$ cat src/rtl/cpu_step_ctrl_if.sv
// Handshake bundle between the step controller and its surroundings:
// raw mode/button/tick inputs in, CPU enable and status out.
interface cpu_step_ctrl_if #(
    parameter int CNT_W = 16
);
    logic             tick_in;
    logic             run_sw;
    logic             step_btn;
    logic             halt;
    logic             cpu_en;
    logic [1:0]       state_o;
    logic [CNT_W-1:0] step_count;

    // Environment side: drives the raw controls, observes the enable.
    modport master (
        output tick_in, run_sw, step_btn, halt,
        input  cpu_en, state_o, step_count
    );

    // Controller side.
    modport slave (
        input  tick_in, run_sw, step_btn, halt,
        output cpu_en, state_o, step_count
    );
endinterface

$ cat src/rtl/cpu_step_ctrl.sv
// CPU step controller: turns the divider's slow square wave into
// single-cycle CPU enable pulses, either free-running (one per slow
// rising edge) or single-stepped from a debounced push button.
module cpu_step_ctrl #(
    parameter int DEBOUNCE_CYCLES = 500000,
    parameter int CNT_W           = 16
) (
    input logic           clk,
    input logic           rst_n,
    cpu_step_ctrl_if.slave bus
);
    // Counter only ever needs to reach DEBOUNCE_CYCLES-1.
    localparam int DB_W = (DEBOUNCE_CYCLES > 2) ? $clog2(DEBOUNCE_CYCLES) : 1;
    localparam logic [DB_W-1:0] DB_LAST = DB_W'(DEBOUNCE_CYCLES - 1);

    typedef enum logic [1:0] {
        S_STEP  = 2'd0,
        S_RUN   = 2'd1,
        S_ARMED = 2'd2,
        S_HALT  = 2'd3
    } state_t;

    logic            tick_s1, tick_s2, tick_d;
    logic            run_s1, run_s2;
    logic            btn_s1, btn_s2;
    logic [DB_W-1:0] db_cnt;
    logic            btn_stable, btn_stable_d;
    logic            tick_rise, press;
    state_t          state;
    logic            cpu_en_q;
    logic [CNT_W-1:0] step_cnt;

    // Two-flop synchronizers plus the tick edge-detect delay.
    always_ff @(posedge clk) begin
        if (!rst_n) begin
            tick_s1 <= 1'b0;
            tick_s2 <= 1'b0;
            tick_d  <= 1'b0;
            run_s1  <= 1'b0;
            run_s2  <= 1'b0;
            btn_s1  <= 1'b0;
            btn_s2  <= 1'b0;
        end else begin
            tick_s1 <= bus.tick_in;
            tick_s2 <= tick_s1;
            tick_d  <= tick_s2;
            run_s1  <= bus.run_sw;
            run_s2  <= run_s1;
            btn_s1  <= bus.step_btn;
            btn_s2  <= btn_s1;
        end
    end

    assign tick_rise = tick_s2 & ~tick_d;

    // Debounce: accept a new button level only after it has differed
    // from the stable level for DEBOUNCE_CYCLES consecutive cycles.
    always_ff @(posedge clk) begin
        if (!rst_n) begin
            db_cnt       <= '0;
            btn_stable   <= 1'b0;
            btn_stable_d <= 1'b0;
        end else begin
            btn_stable_d <= btn_stable;
            if (btn_s2 == btn_stable) begin
                db_cnt <= '0;
            end else if (db_cnt == DB_LAST) begin
                btn_stable <= btn_s2;
                db_cnt     <= '0;
            end else begin
                db_cnt <= db_cnt + DB_W'(1);
            end
        end
    end

    // Only the press edge is an event; release is ignored.
    assign press = btn_stable & ~btn_stable_d;

    // Step FSM with registered enable and issued-step counter; halt
    // overrides every state rule, including a coincident tick.
    always_ff @(posedge clk) begin
        if (!rst_n) begin
            state    <= S_STEP;
            cpu_en_q <= 1'b0;
            step_cnt <= '0;
        end else begin
            cpu_en_q <= 1'b0;
            if (bus.halt) begin
                state <= S_HALT;
            end else begin
                case (state)
                    S_STEP: begin
                        if (run_s2)     state <= S_RUN;
                        else if (press) state <= S_ARMED;
                    end
                    S_ARMED: begin
                        if (tick_rise) begin
                            cpu_en_q <= 1'b1;
                            step_cnt <= step_cnt + CNT_W'(1);
                            state    <= S_STEP;
                        end else if (run_s2) begin
                            // Armed step is absorbed by the switch to run.
                            state <= S_RUN;
                        end
                    end
                    S_RUN: begin
                        if (tick_rise) begin
                            cpu_en_q <= 1'b1;
                            step_cnt <= step_cnt + CNT_W'(1);
                        end
                        if (!run_s2) state <= S_STEP;
                    end
                    S_HALT: begin
                        // The releasing press only leaves halt; it does not arm.
                        if (press) state <= S_STEP;
                    end
                    default: state <= S_STEP;
                endcase
            end
        end
    end

    assign bus.cpu_en     = cpu_en_q;
    assign bus.state_o    = state;
    assign bus.step_count = step_cnt;
endmodule

$ cat src/flat_wrapper.sv
// flat-port wrapper written by rule: the top's interface ports become plain ports
module cpu_step_ctrl_flat 
#(
    parameter int DEBOUNCE_CYCLES = 500000,
    parameter int CNT_W           = 16
)
  (clk, rst_n, bus_tick_in, bus_run_sw, bus_step_btn, bus_halt, bus_cpu_en, bus_state_o, bus_step_count);
  cpu_step_ctrl_if #(.CNT_W(CNT_W)) bus_i ();
  input logic clk;
  input logic rst_n;
  input wire logic [$bits(bus_i.tick_in)-1:0] bus_tick_in;
  input wire logic [$bits(bus_i.run_sw)-1:0] bus_run_sw;
  input wire logic [$bits(bus_i.step_btn)-1:0] bus_step_btn;
  input wire logic [$bits(bus_i.halt)-1:0] bus_halt;
  output wire logic [$bits(bus_i.cpu_en)-1:0] bus_cpu_en;
  output wire logic [$bits(bus_i.state_o)-1:0] bus_state_o;
  output wire logic [$bits(bus_i.step_count)-1:0] bus_step_count;
  assign bus_i.tick_in = bus_tick_in;
  assign bus_i.run_sw = bus_run_sw;
  assign bus_i.step_btn = bus_step_btn;
  assign bus_i.halt = bus_halt;
  assign bus_cpu_en = bus_i.cpu_en;
  assign bus_state_o = bus_i.state_o;
  assign bus_step_count = bus_i.step_count;
  cpu_step_ctrl #(.DEBOUNCE_CYCLES(DEBOUNCE_CYCLES), .CNT_W(CNT_W)) u_core (.clk(clk), .rst_n(rst_n), .bus(bus_i));
endmodule
$ cat config.mk
export PLATFORM = sky130hd
export DESIGN_NAME = cpu_step_ctrl_flat
export DESIGN_NICKNAME = d
export VERILOG_FILES = /design/src/rtl/cpu_step_ctrl_if.sv /design/src/rtl/cpu_step_ctrl.sv /design/src/flat_wrapper.sv
export SDC_FILE = /design/constraint.sdc
export NUM_CORES = 1
export LEC_CHECK = 0
export CORE_MARGIN = 2
export CORE_UTILIZATION = 49
export DETAILED_ROUTE_END_ITERATION = 8
export PLACE_DENSITY = 0.77
export SLEW_MARGIN = 15
export SYNTH_ARGS = -nofsm -noshare
export SYNTH_HDL_FRONTEND = slang
export SYNTH_SLANG_ARGS = --single-unit
$ cat constraint.sdc
create_clock -name clk -period 2.1 [get_ports clk]
set_input_delay 0.42 -clock clk [delete_from_list [all_inputs] [get_ports clk]]
set_output_delay 0.42 -clock clk [all_outputs]
set_load 0.005 [all_outputs]
## Yosys cells after proc, flatten, opt, wreduce, memory -nomap -nowiden

Index checks and enable logic that the tools add are counted.

| storage, ports and cells | value |
|---|---|
| input bits | 6 |
| output and inout bits | 19 |
| flip-flop bits (word level) | 47 |
| word-level logic and storage cells | 48 |

| cells by class | value |
|---|---|
| equality and inequality tests | 9 |
| muxes and demuxes | 9 |
| $add $sub $neg | 2 |
| bitwise logic cells | 8 |
| reduce and logical (&&, ||, !) cells | 7 |

Operators with widths:

| cell | count |
|---|---|
| $add 19x1->19 const B | 1 |
| $eq 19x19->1 const B | 1 |
| $add 16x1->16 const B | 1 |
| $mux 2 | 7 |
| $ne 4x2->1 const B | 2 |
| $pmux 2 s4 | 1 |
| $not 1->1 | 6 |
| $reduce_or 3->1 | 2 |
| $eq 2x2->1 const B | 2 |
| $reduce_and 4->1 | 1 |
| $ne 3x2->1 const B | 1 |
| $ne 3x3->1 const B | 1 |
| $reduce_and 3->1 | 1 |
| $and 1x1->1 | 2 |
| $eq 2x1->1 const B | 1 |
| $logic_not 2->1 | 1 |
| $reduce_and 2->1 | 1 |
| $reduce_or 2->1 | 1 |
| $eq 1x1->1 | 1 |
| $mux 1 | 1 |

## Depth between registers and ports, before layout

| logic depth | value |
|---|---|
| depth after elaboration | 6 |
| mapped depth | 7 |

## Worst setup path after synthesis

OpenSTA, ideal clock, no wires.

| timing path | value |
|---|---|
| path kind | reg-to-reg |
| start point | register u_core.state[0] (netlist: u_core.bus.state_o[0]) |
| end point | register u_core.step_cnt[15] (netlist: u_core.bus.step_count[15]) |
| path slack | 97 ps |
| cell stages (with the launch flop) | 7 |
| library setup time | 70 ps |
| arrival time | 1,933 ps |
| required time | 2,030 ps |
| period minus slack after synthesis | 2,003 ps |
| cell sequence | dfxtp_1 -> inv_1 -> ha_1 -> nand4bb_4 -> or4_4 -> or3_1 -> a21oi_1 |

| between the ends | value |
|---|---|
| cells in the longest elaborated chain, start to end | 3 |
| elaborated cells between the ends (all ways) | 4 |
| those cells by class | 2 x eq/ne; 2 x reduce/logical |

Ends and longest elaborated chain:

| what | line | RTL |
|---|---|---|
| start, declared | cpu_step_ctrl.sv:29 | `state_t state;` |
| start signal, assigned | cpu_step_ctrl.sv:83 | `state <= S_STEP;` |
| start signal, assigned | cpu_step_ctrl.sv:89 | `state <= S_HALT;` |
| start signal, assigned | cpu_step_ctrl.sv:93 | `if (run_s2) state <= S_RUN;` |
| $eq 2x2->1 / $eq 2x1->1 (equally long branches) | cpu_step_ctrl.sv:91 | `case (state)` |
| $reduce_or 2->1 (no source line) (*) | n/a |  |
| $reduce_and 3->1 (no source line) (*) | n/a |  |
| end signal, assigned | cpu_step_ctrl.sv:99 | `step_cnt <= step_cnt + CNT_W'(1);` |
| end signal, assigned | cpu_step_ctrl.sv:109 | `step_cnt <= step_cnt + CNT_W'(1);` |
| end, declared | cpu_step_ctrl.sv:31 | `logic [CNT_W-1:0] step_cnt;` |

Every way passes the cells marked *; elsewhere a longest branch is shown, timed or not.
A chain may end at the register's enable or synchronous reset.

## Worst setup path in the final report

| timing path | value |
|---|---|
| start point | register u_core.state[1] (netlist: u_core.bus.state_o[1]) |
| end point | register u_core.step_cnt[15] (netlist: u_core.bus.step_count[15]) |

The elaborated chain is that of the path after synthesis.

==> summary.txt <==
Run status
  • Status: finished clean

Synthesis
  • Post-synth top area cell: dfxtp_1
  • Area contributors post-synth: dfxtp_1 45%, nor2_1 5.7%, xnor2_1 5.4%, xor2_1 5.4%, nand3_1 4.0%
  • Synthesized area: 2110 um^2
  • Top FF cell, synth: dfxtp_1
  • Syn nets: 244
  • Most frequent cell after synthesis: dfxtp_1
  • Post-synthesis sequential area ratio: 0.446
  • Number of synthesized register bits: 47
  • Syn avg cell area: 9.09 um^2
  • Unique masters post-synth: 37
  • Commonest cells in the netlist: 47 x dfxtp_1, 32 x nor2_1, 17 x nand3_1
  • Post-Synthesis Cells: 232
  • Post-synth ARST share: 0
  • Share of the synthesized area in the top cell type: 0.446
  • Synth Warn #: 0
  • Number of synthesized flops with an enable pin: 0

Detailed routing
  • Via count: 1747
  • Drt wl/cell: 12.7 um
  • Drt total wl: 4060 um
  • Detailed Routing Iterations Pass 1: 4
  • Via-to-Cell Ratio: 5.48
  • Post-route ant nets: 0
  • Iter 0 DRT Violations: 179
  • DRC viols: 0

Critical path
  • CP Cell Sequence: inv_1, ha_1, nand4bb_4, or4_4, or3_1, a21oi_1
  • Worst R2R Start: u_core.bus.state_o[1]
  • Crit Path Max Fanout: 2
  • CP max stage delay: 0.55 ns
  • Critical Path Source Type: flop
  • Reg2reg setup slack: 0.11 ns
  • Critical-path top delay cell: or4_4
  • Critical path class: reg -> reg
  • Crit path DAT: 2.23 ns
  • Worst r2r dst: u_core.bus.step_count[15]
  • R2R cell count: 6
  • Endpoint type of the worst setup path: flop
  • Worst Path Required: 2.33 ns

STA
  • Final Slew Violations: 0
  • RSZ-0062 raised after global routing: false
  • Final period util: 0.949
  • Final hold vios: 0
  • Achievable Freq: 502 MHz
  • Slew HR: 0.739
  • Endpoints failing setup: 0
  • Worst Skew: 0.00317 ns
  • Post-layout minimum cycle time: 1.99 ns
  • Worst slew pin tran: 0.388 ns
  • Worst setup margin: 0.107 ns

Global route
  • GRT overflow: 0
  • Pin count of the biggest net entering global routing: 17
  • Initial antenna violation count: 0
  • Total Routing Usage GR: 0.188
  • Vias in the first global route: 1669
  • First-pass GRT wire length: 7350 um

Clock tree
  • Clk root buf: clkbuf_8
  • Resize count post-CTS: 0
  • CTS Buf Count: 5
  • Hold_buf cts: 0
  • CTS clk-pin slew, worst paths: 0.08 ns
  • Worst-Skew Late Latency: 0.30 ns
  • CTS tree: yes
  • CTS Sinks: 47
  • H-Tree Depth: 2
  • Postcts setup bufs: 0
  • Clk buf depth: 2

Placed design
  • IO Port Bufs: 24
  • Hpwl dp: 2930 um
  • Pre-CTS setup slack: -0.116 ns
  • Routability cong.: 0.811
  • Placement Cell Area: 2460 um^2
  • DP Cell Count: 311

Layout
  • Layout area overhead: 21.7%
  • Diodes inserted: 0
  • Layout cell share with drive strength beyond 1: 0.0929
  • Layout Nets: 280
  • Number of flip-flops in the largest register: 19
  • Cell Count, Final, Fillers Out: 319
  • Final design area excluding fillers: 2560 um^2
  • Post-layout util: 0.632
  • Reg with most FFs: u_core.db_cnt

Floorplanning
  • DIE WIDTH: 69.6 um
  • # rows: 23
  • Total core area: 4060 um^2
  • Die ar.: 4840 um^2
  • Starting Density: 0.520
  • I/O Pins: 25
  • Die Height: 69.6 um

Worst hold path
  • Hold path start: u_core.tick_s1
  • Hold-critical path depth: 1
  • Min-delay worst type: reg -> reg
  • Hold worst-path end: u_core.tick_s2

Pwr
  • Maximum vdd drop: 0.490 mV
  • Static Leak: 0.000861 uW
  • Tot Pwr: 1590 uW
  • PD cells: 620 nW/um^2

Run
  • Maximum capacitance violations: 0
==> routing by layer <==
metal	routed length, um	track usage
met1	1920	0.238
met2	1870	0.298
met3	189	0.0494
met4	73	0.0893
met5	0	0
==> stage by stage <==
| step | hold slack [ns] | TNS, ns |
|---|---|---|
| finish | 0.441 | 0 |
| global route | 0.464 | 0 |
| CTS | 0.448 | 0 |
| detailed placement | 0.428 | -0.172 |
| global placement | 0.414 | -0.0789 |
| floorplan | 0.412 | 0 |
==> layout by cell type, fill, tap and decap left out, drive strengths merged, types with 3 or more instances in the layout <==
master         count
a21oi              8
and2               8
and3               4
and4               5
buf               11
clkbuf             8
clkdlybuf4s50     24
dfxtp             47
ha                 6
inv                9
nand2             13
nand3             17
nand4             11
nor2              32
nor3               3
nor4               9
o21ai              6
or3                3
xnor2             13
xor2              13
==> how the worst max path moves through the flow <==
| stage | startpoint | endpoint | slack, ns | depth (start not counted) |
|---|---|---|---|---|
| 5_1_grt | u_core.bus.state_o[1] | u_core.bus.step_count[15] | 0.0005 | 6 |
| 6_report | u_core.bus.state_o[1] | u_core.bus.step_count[15] | 0.11 | 6 |
| 3_3_place_gp | bus_halt | u_core.bus.step_count[15] | -0.07 | 5 |
| 2_1_floorplan | u_core.bus.state_o[0] | u_core.bus.step_count[15] | 0.1 | 6 |
| 3_5_place_dp | bus_halt | u_core.bus.step_count[15] | -0.12 | 5 |
| 4_1_cts | u_core.bus.state_o[1] | u_core.bus.step_count[15] | 0.09 | 6 |
==> area by class of cell <==
type / count / area (um^2)
Fill cell: 361 / 1490
Multi-Input combinational cell: 170 / 1100
Sequential cell: 47 / 941
Timing Repair Buffer: 35 / 323
Clock buffer: 8 / 100
Tap cell: 50 / 62.6
Inverter: 9 / 33.8
==> cell families after synthesis <==
kind of cell,count (synthesis),synth area share
AO/OA/AOI/OAI,22,0.0635
multiplexers,2,0.00950
XOR/XNOR,26,0.108
buffers and inverters,15,0.0297
adder cells (fa/ha/maj),6,0.0356
AND/OR/NAND/NOR,114,0.307
flip-flops,47,0.446
==> report_power, final <==
part           switching [uW]  leakage (uW)  internal, uW
Sequential               6.69      0.000381           901
Clock                     289     0.0000515           301
Combinational            44.6      0.000429          49.1
Total                     340      0.000861          1250
==> worst max-delay path, delay by kind of cell (launching register included) <==
| family | cells | cell delay (ns) |
|---|---|---|
| flip-flops | 1 | 0.34 |
| buffers and inverters | 1 | 0.07 |
| AO/OA/AOI/OAI | 1 | 0.15 |
| adder cells (fa/ha/maj) | 1 | 0.34 |
| AND/OR/NAND/NOR | 3 | 1.03 |
Note: power is estimated with default switching activity, not from simulation.
==> RTL change 1 (same settings) <==
`CNT_W` is set to 16 in 3 places; all go to 14.
--- a/src/rtl/cpu_step_ctrl_if.sv
+++ b/src/rtl/cpu_step_ctrl_if.sv
@@ -2,5 +2,5 @@
 // raw mode/button/tick inputs in, CPU enable and status out.
 interface cpu_step_ctrl_if #(
-    parameter int CNT_W = 16
+    parameter int CNT_W = 14
 );
     logic             tick_in;
--- a/src/rtl/cpu_step_ctrl.sv
+++ b/src/rtl/cpu_step_ctrl.sv
@@ -4,5 +4,5 @@
 module cpu_step_ctrl #(
     parameter int DEBOUNCE_CYCLES = 500000,
-    parameter int CNT_W           = 16
+    parameter int CNT_W           = 14
 ) (
     input logic           clk,
--- a/src/flat_wrapper.sv
+++ b/src/flat_wrapper.sv
@@ -3,5 +3,5 @@
 #(
     parameter int DEBOUNCE_CYCLES = 500000,
-    parameter int CNT_W           = 16
+    parameter int CNT_W           = 14
 )
   (clk, rst_n, bus_tick_in, bus_run_sw, bus_step_btn, bus_halt, bus_cpu_en, bus_state_o, bus_step_count);
Ports: changed (resized bus_step_count); port bits go from 25 to 23. The function was not compared with the original's and may differ.
==> RTL change 1 against the unedited design <==
  * Design area fell by 4.3%
  * Power rose by 7.8%
  * Routed wire length fell by 7.2%
  * Setup slack improved by 0.065 ns
  * Area after synthesis fell by 4.7%
  * Sequential share of layout area barely moved
  * Critical endpoint is now u_core.bus.step_count[13]
  * Largest cell class unchanged
  * Sequential power fell by 3.6%
  * Sequential cell count fell by 2
==> RTL change 1: results (changes against the unedited design) <==
metric,value,unit,change
DR iter-0 viols,81,,-55%
Worst Skew,0.00739,ns,+0.00422 ns
LEAKAGE,0.000799,uW,-7.2%
final WL,3760,um,-7.2%
final net count,267,,-4.6%
first-pass GRT wire length,6250,um,-15%
IO Port Bufs,22,,-8.3%
worst hold slack,0.441,ns,-0.000296 ns
Largest Register,u_core.db_cnt,,
# fillers,351,,-2.8%
synth top area cells,"dfxtp_1 (45%), xnor2_1 (5.7%), nor2_1 (5.6%), nand4_1 (4.0%), xor2_1 (3.9%)",,
"top cells by count, synth","dfxtp_1 (45), nor2_1 (30), nand2_1 (15)",,
relative slew slack,0.748,,+0.00889
post-place setup slack,0.0472,ns,+0.163 ns
Worst R2R End,u_core.bus.step_count[13],,
global placement routability congestion,0.894,,+10%
largest stage delay on the critical path,0.47,ns,-0.08 ns
crit path max fanout,5,,+3
vias in the first global route,1479,,-11%
Reg2Reg Depth,6,,unchanged
"Data arrival, critical path",2.16,ns,-0.07 ns
RR Startpoint,u_core.bus.state_o[0],,
Unique masters post-synth,41,,+11%
top cell family by delay on the critical path,simple AND/OR/NAND/NOR gates,,
"Slowest-stage cell, CP",or4_1,,
vias per cell,5.29,,-3.4%
register area share after synthesis,0.448,,+0.00203
Tot GR Track Use,0.179,,-0.00902
Async SR Flop Fraction,0,,unchanged
Worst Hold Class,reg -> reg,,
VDD IR max,0.460,mV,-6.0%
share of cells above drive strength 1,0.102,,+0.00863
post-DP HPWL,2700,um,-8.0%
post-synth net total,236,,-3.3%
pin count of the biggest net entering global routing,18,,+1
R2R Setup Slk,0.17,ns,+0.06 ns
status,finished clean,,
RTL change 1: final cells by class:
type / instances / area share
clock inverters: 3 / 0.0265
inverters: 10 / 0.0153
clock buffers: 5 / 0.0280
well taps: 50 / 0.0255
multi-input cells: 163 / 0.424
repair buffers: 30 / 0.114
flip-flops and latches: 45 / 0.367
RTL change 1: per-stage QoR:
step	cells	area [sq um]	util
finish	306	2450	0.618
global route	306	2450	0.618
CTS	306	2450	0.618
detailed placement	298	2320	0.584
global placement	298	2320	0.584
floorplan	224	2010	-
RTL change 1: where the power goes:
group / internal [uW] / switching, uW / total, uW
sequential: 864 / 10.8 / 875
clock: 472 / 286 / 759
combinational: 44.1 / 38.3 / 82.3
total: 1380 / 335 / 1720
RTL change 1: worst max path at each step:
stage | from | end | slack (ns) | cells past startpoint
2_1_floorplan | u_core.bus.state_o[0] | u_core.bus.step_count[13] | 0.24 | 6
3_3_place_gp | bus_halt | u_core.bus.step_count[13] | 0.06 | 5
3_5_place_dp | bus_halt | u_core.bus.step_count[13] | 0.05 | 5
4_1_cts | u_core.bus.state_o[0] | u_core.bus.step_count[13] | 0.16 | 6
5_1_grt | u_core.bus.state_o[0] | u_core.bus.step_count[13] | 0.08 | 6
6_report | u_core.bus.state_o[0] | u_core.bus.step_count[13] | 0.17 | 6
RTL change 1: cells by family (layout without fill, tap and decap cells):
kind of cell,count (synthesis),after routing,synth area share
buffers and inverters,16,48,0.0342
AND/OR/NAND/NOR,107,107,0.295
AO/OA/AOI/OAI,27,27,0.0841
adder cells (fa/ha/maj),6,6,0.0374
XOR/XNOR,22,22,0.0959
flip-flops,45,45,0.448
multiplexers,1,1,0.00498
RTL change 1: routing by layer:
metal	global-route usage	wire, um
met5	0	0
met4	0.0825	78
met3	0.0493	145
met2	0.319	1860
met1	0.196	1680
==> RTL change 2 (same settings) <==
Without the edit above. Reset style: asynchronous (`rst_n`), changed in 3 clocked blocks.
--- a/src/rtl/cpu_step_ctrl.sv
+++ b/src/rtl/cpu_step_ctrl.sv
@@ -32,5 +32,5 @@
 
     // Two-flop synchronizers plus the tick edge-detect delay.
-    always_ff @(posedge clk) begin
+    always_ff @(posedge clk or negedge rst_n) begin
         if (!rst_n) begin
             tick_s1 <= 1'b0;
@@ -56,5 +56,5 @@
     // Debounce: accept a new button level only after it has differed
     // from the stable level for DEBOUNCE_CYCLES consecutive cycles.
-    always_ff @(posedge clk) begin
+    always_ff @(posedge clk or negedge rst_n) begin
         if (!rst_n) begin
             db_cnt       <= '0;
@@ -79,5 +79,5 @@
     // Step FSM with registered enable and issued-step counter; halt
     // overrides every state rule, including a coincident tick.
-    always_ff @(posedge clk) begin
+    always_ff @(posedge clk or negedge rst_n) begin
         if (!rst_n) begin
             state    <= S_STEP;
Formal check against the unedited RTL: differs if rst_n is asserted again (counterexample within 4 cycles, from zero or initial values and one cycle with rst_n low); with rst_n held inactive, the same outputs for 10 cycles.
==> RTL change 2 against the unedited design <==
  * First-iteration DRC count down 31%
  * Critical path depth up 1
  * Largest cell class is now registers
  * Setup slack better by 0.14 ns
  * Maximum frequency up 7.3%
  * Design area up 2.4%
  * Core utilization down 2.4 points
  * Sequential cell count unchanged
  * Final cell count down 10%
  * Routed wire length down 4.1%
  * Via count down 14%
  * Synthesized cell count down 14%
  * Area after synthesis up 3.7%
Power is not compared: it rests on default switching activity, and its combinational part moved more than twofold at a synthesized area within 25%.
==> RTL change 2: results (changes against the unedited design) <==
metric,value,unit,change
xor/xnor share of the synthesized area,0.120,,+0.0121
final net count,247,,-12%
post-DP HPWL,2690,um,-8.3%
Adder-Cell Fraction of Synth Area,0.0400,,+0.00444
Unique masters post-synth,38,,+2.7%
pin count of the biggest net entering global routing,48,,+31
"Slowest-stage cell, CP",dfrtp_1,,
post-synth net total,213,,-13%
largest stage delay on the critical path,0.43,ns,-0.12 ns
mux contribution to synthesized area,0.0189,,+0.00938
DR iter-0 viols,124,,-31%
Worst Skew,0.00921,ns,+0.00603 ns
crit share post-route,0.885,,-0.0644
RR Startpoint,u_core.bus.state_o[0],,
crit path capture,u_core.bus.step_count[10],,
crit path max fanout,5,,+3
worst hold slack,0.188,ns,-0.253 ns
global placement routability congestion,0.774,,-4.6%
Worst Hold Class,in -> async,,
vias in the first global route,1493,,-11%
first-pass GRT wire length,6960,um,-5.3%
status,finished clean,,
PnR Total Power,1890,uW,
Clock transition at path regs,0.10,ns,+0.02 ns
synth top area cells,"dfrtp_1 (54%), xnor2_1 (9.6%), nor2_1 (4.1%), ha_1 (4.0%), nand3_1 (2.7%)",,
Synth Area in Compound Gates,0.0349,,-0.0286
Wirelength per Cell,13.6,um,+6.6%
Async SR Flop Fraction,1.00,,+1.00
vias per cell,5.26,,-3.9%
Mean Syn Cell Area,10.9,sq um,+20%
register area share after synthesis,0.538,,+0.0915
[RTL change 2: cell count changes after synthesis, sizes merged, moves of 5 or more]
cell	delta
nor2	-8
a21oi	-5
dfrtp	+47
and2	-7
dfxtp	-47
xor2	-7
nand3	-5
xnor2	+11
[RTL change 2: stage by stage]
stage	instance area, sq um	cells
2_1_floorplan	2190	200
3_3_place_gp	2520	279
3_5_place_dp	2520	279
4_1_cts	2610	287
5_1_grt	2630	287
6_report	2630	287
[RTL change 2: layout make-up]
class | count | area share
clock inverters | 3 | 0.00905
multi-input cells | 140 | 0.370
flip-flops and latches | 47 | 0.448
well taps | 52 | 0.0248
repair buffers | 31 | 0.110
inverters | 9 | 0.0129
clock buffers | 5 | 0.0262
[RTL change 2: per-layer routing]
metal,GRT usage,up-vias,part of all wire,routed length (um)
li1,-,751,-,-
met4,0.0692,0,0.017,68
met5,0,-,0,0
met2,0.267,26,0.45,1750
met3,0.0513,6,0.040,155
met1,0.243,727,0.49,1920
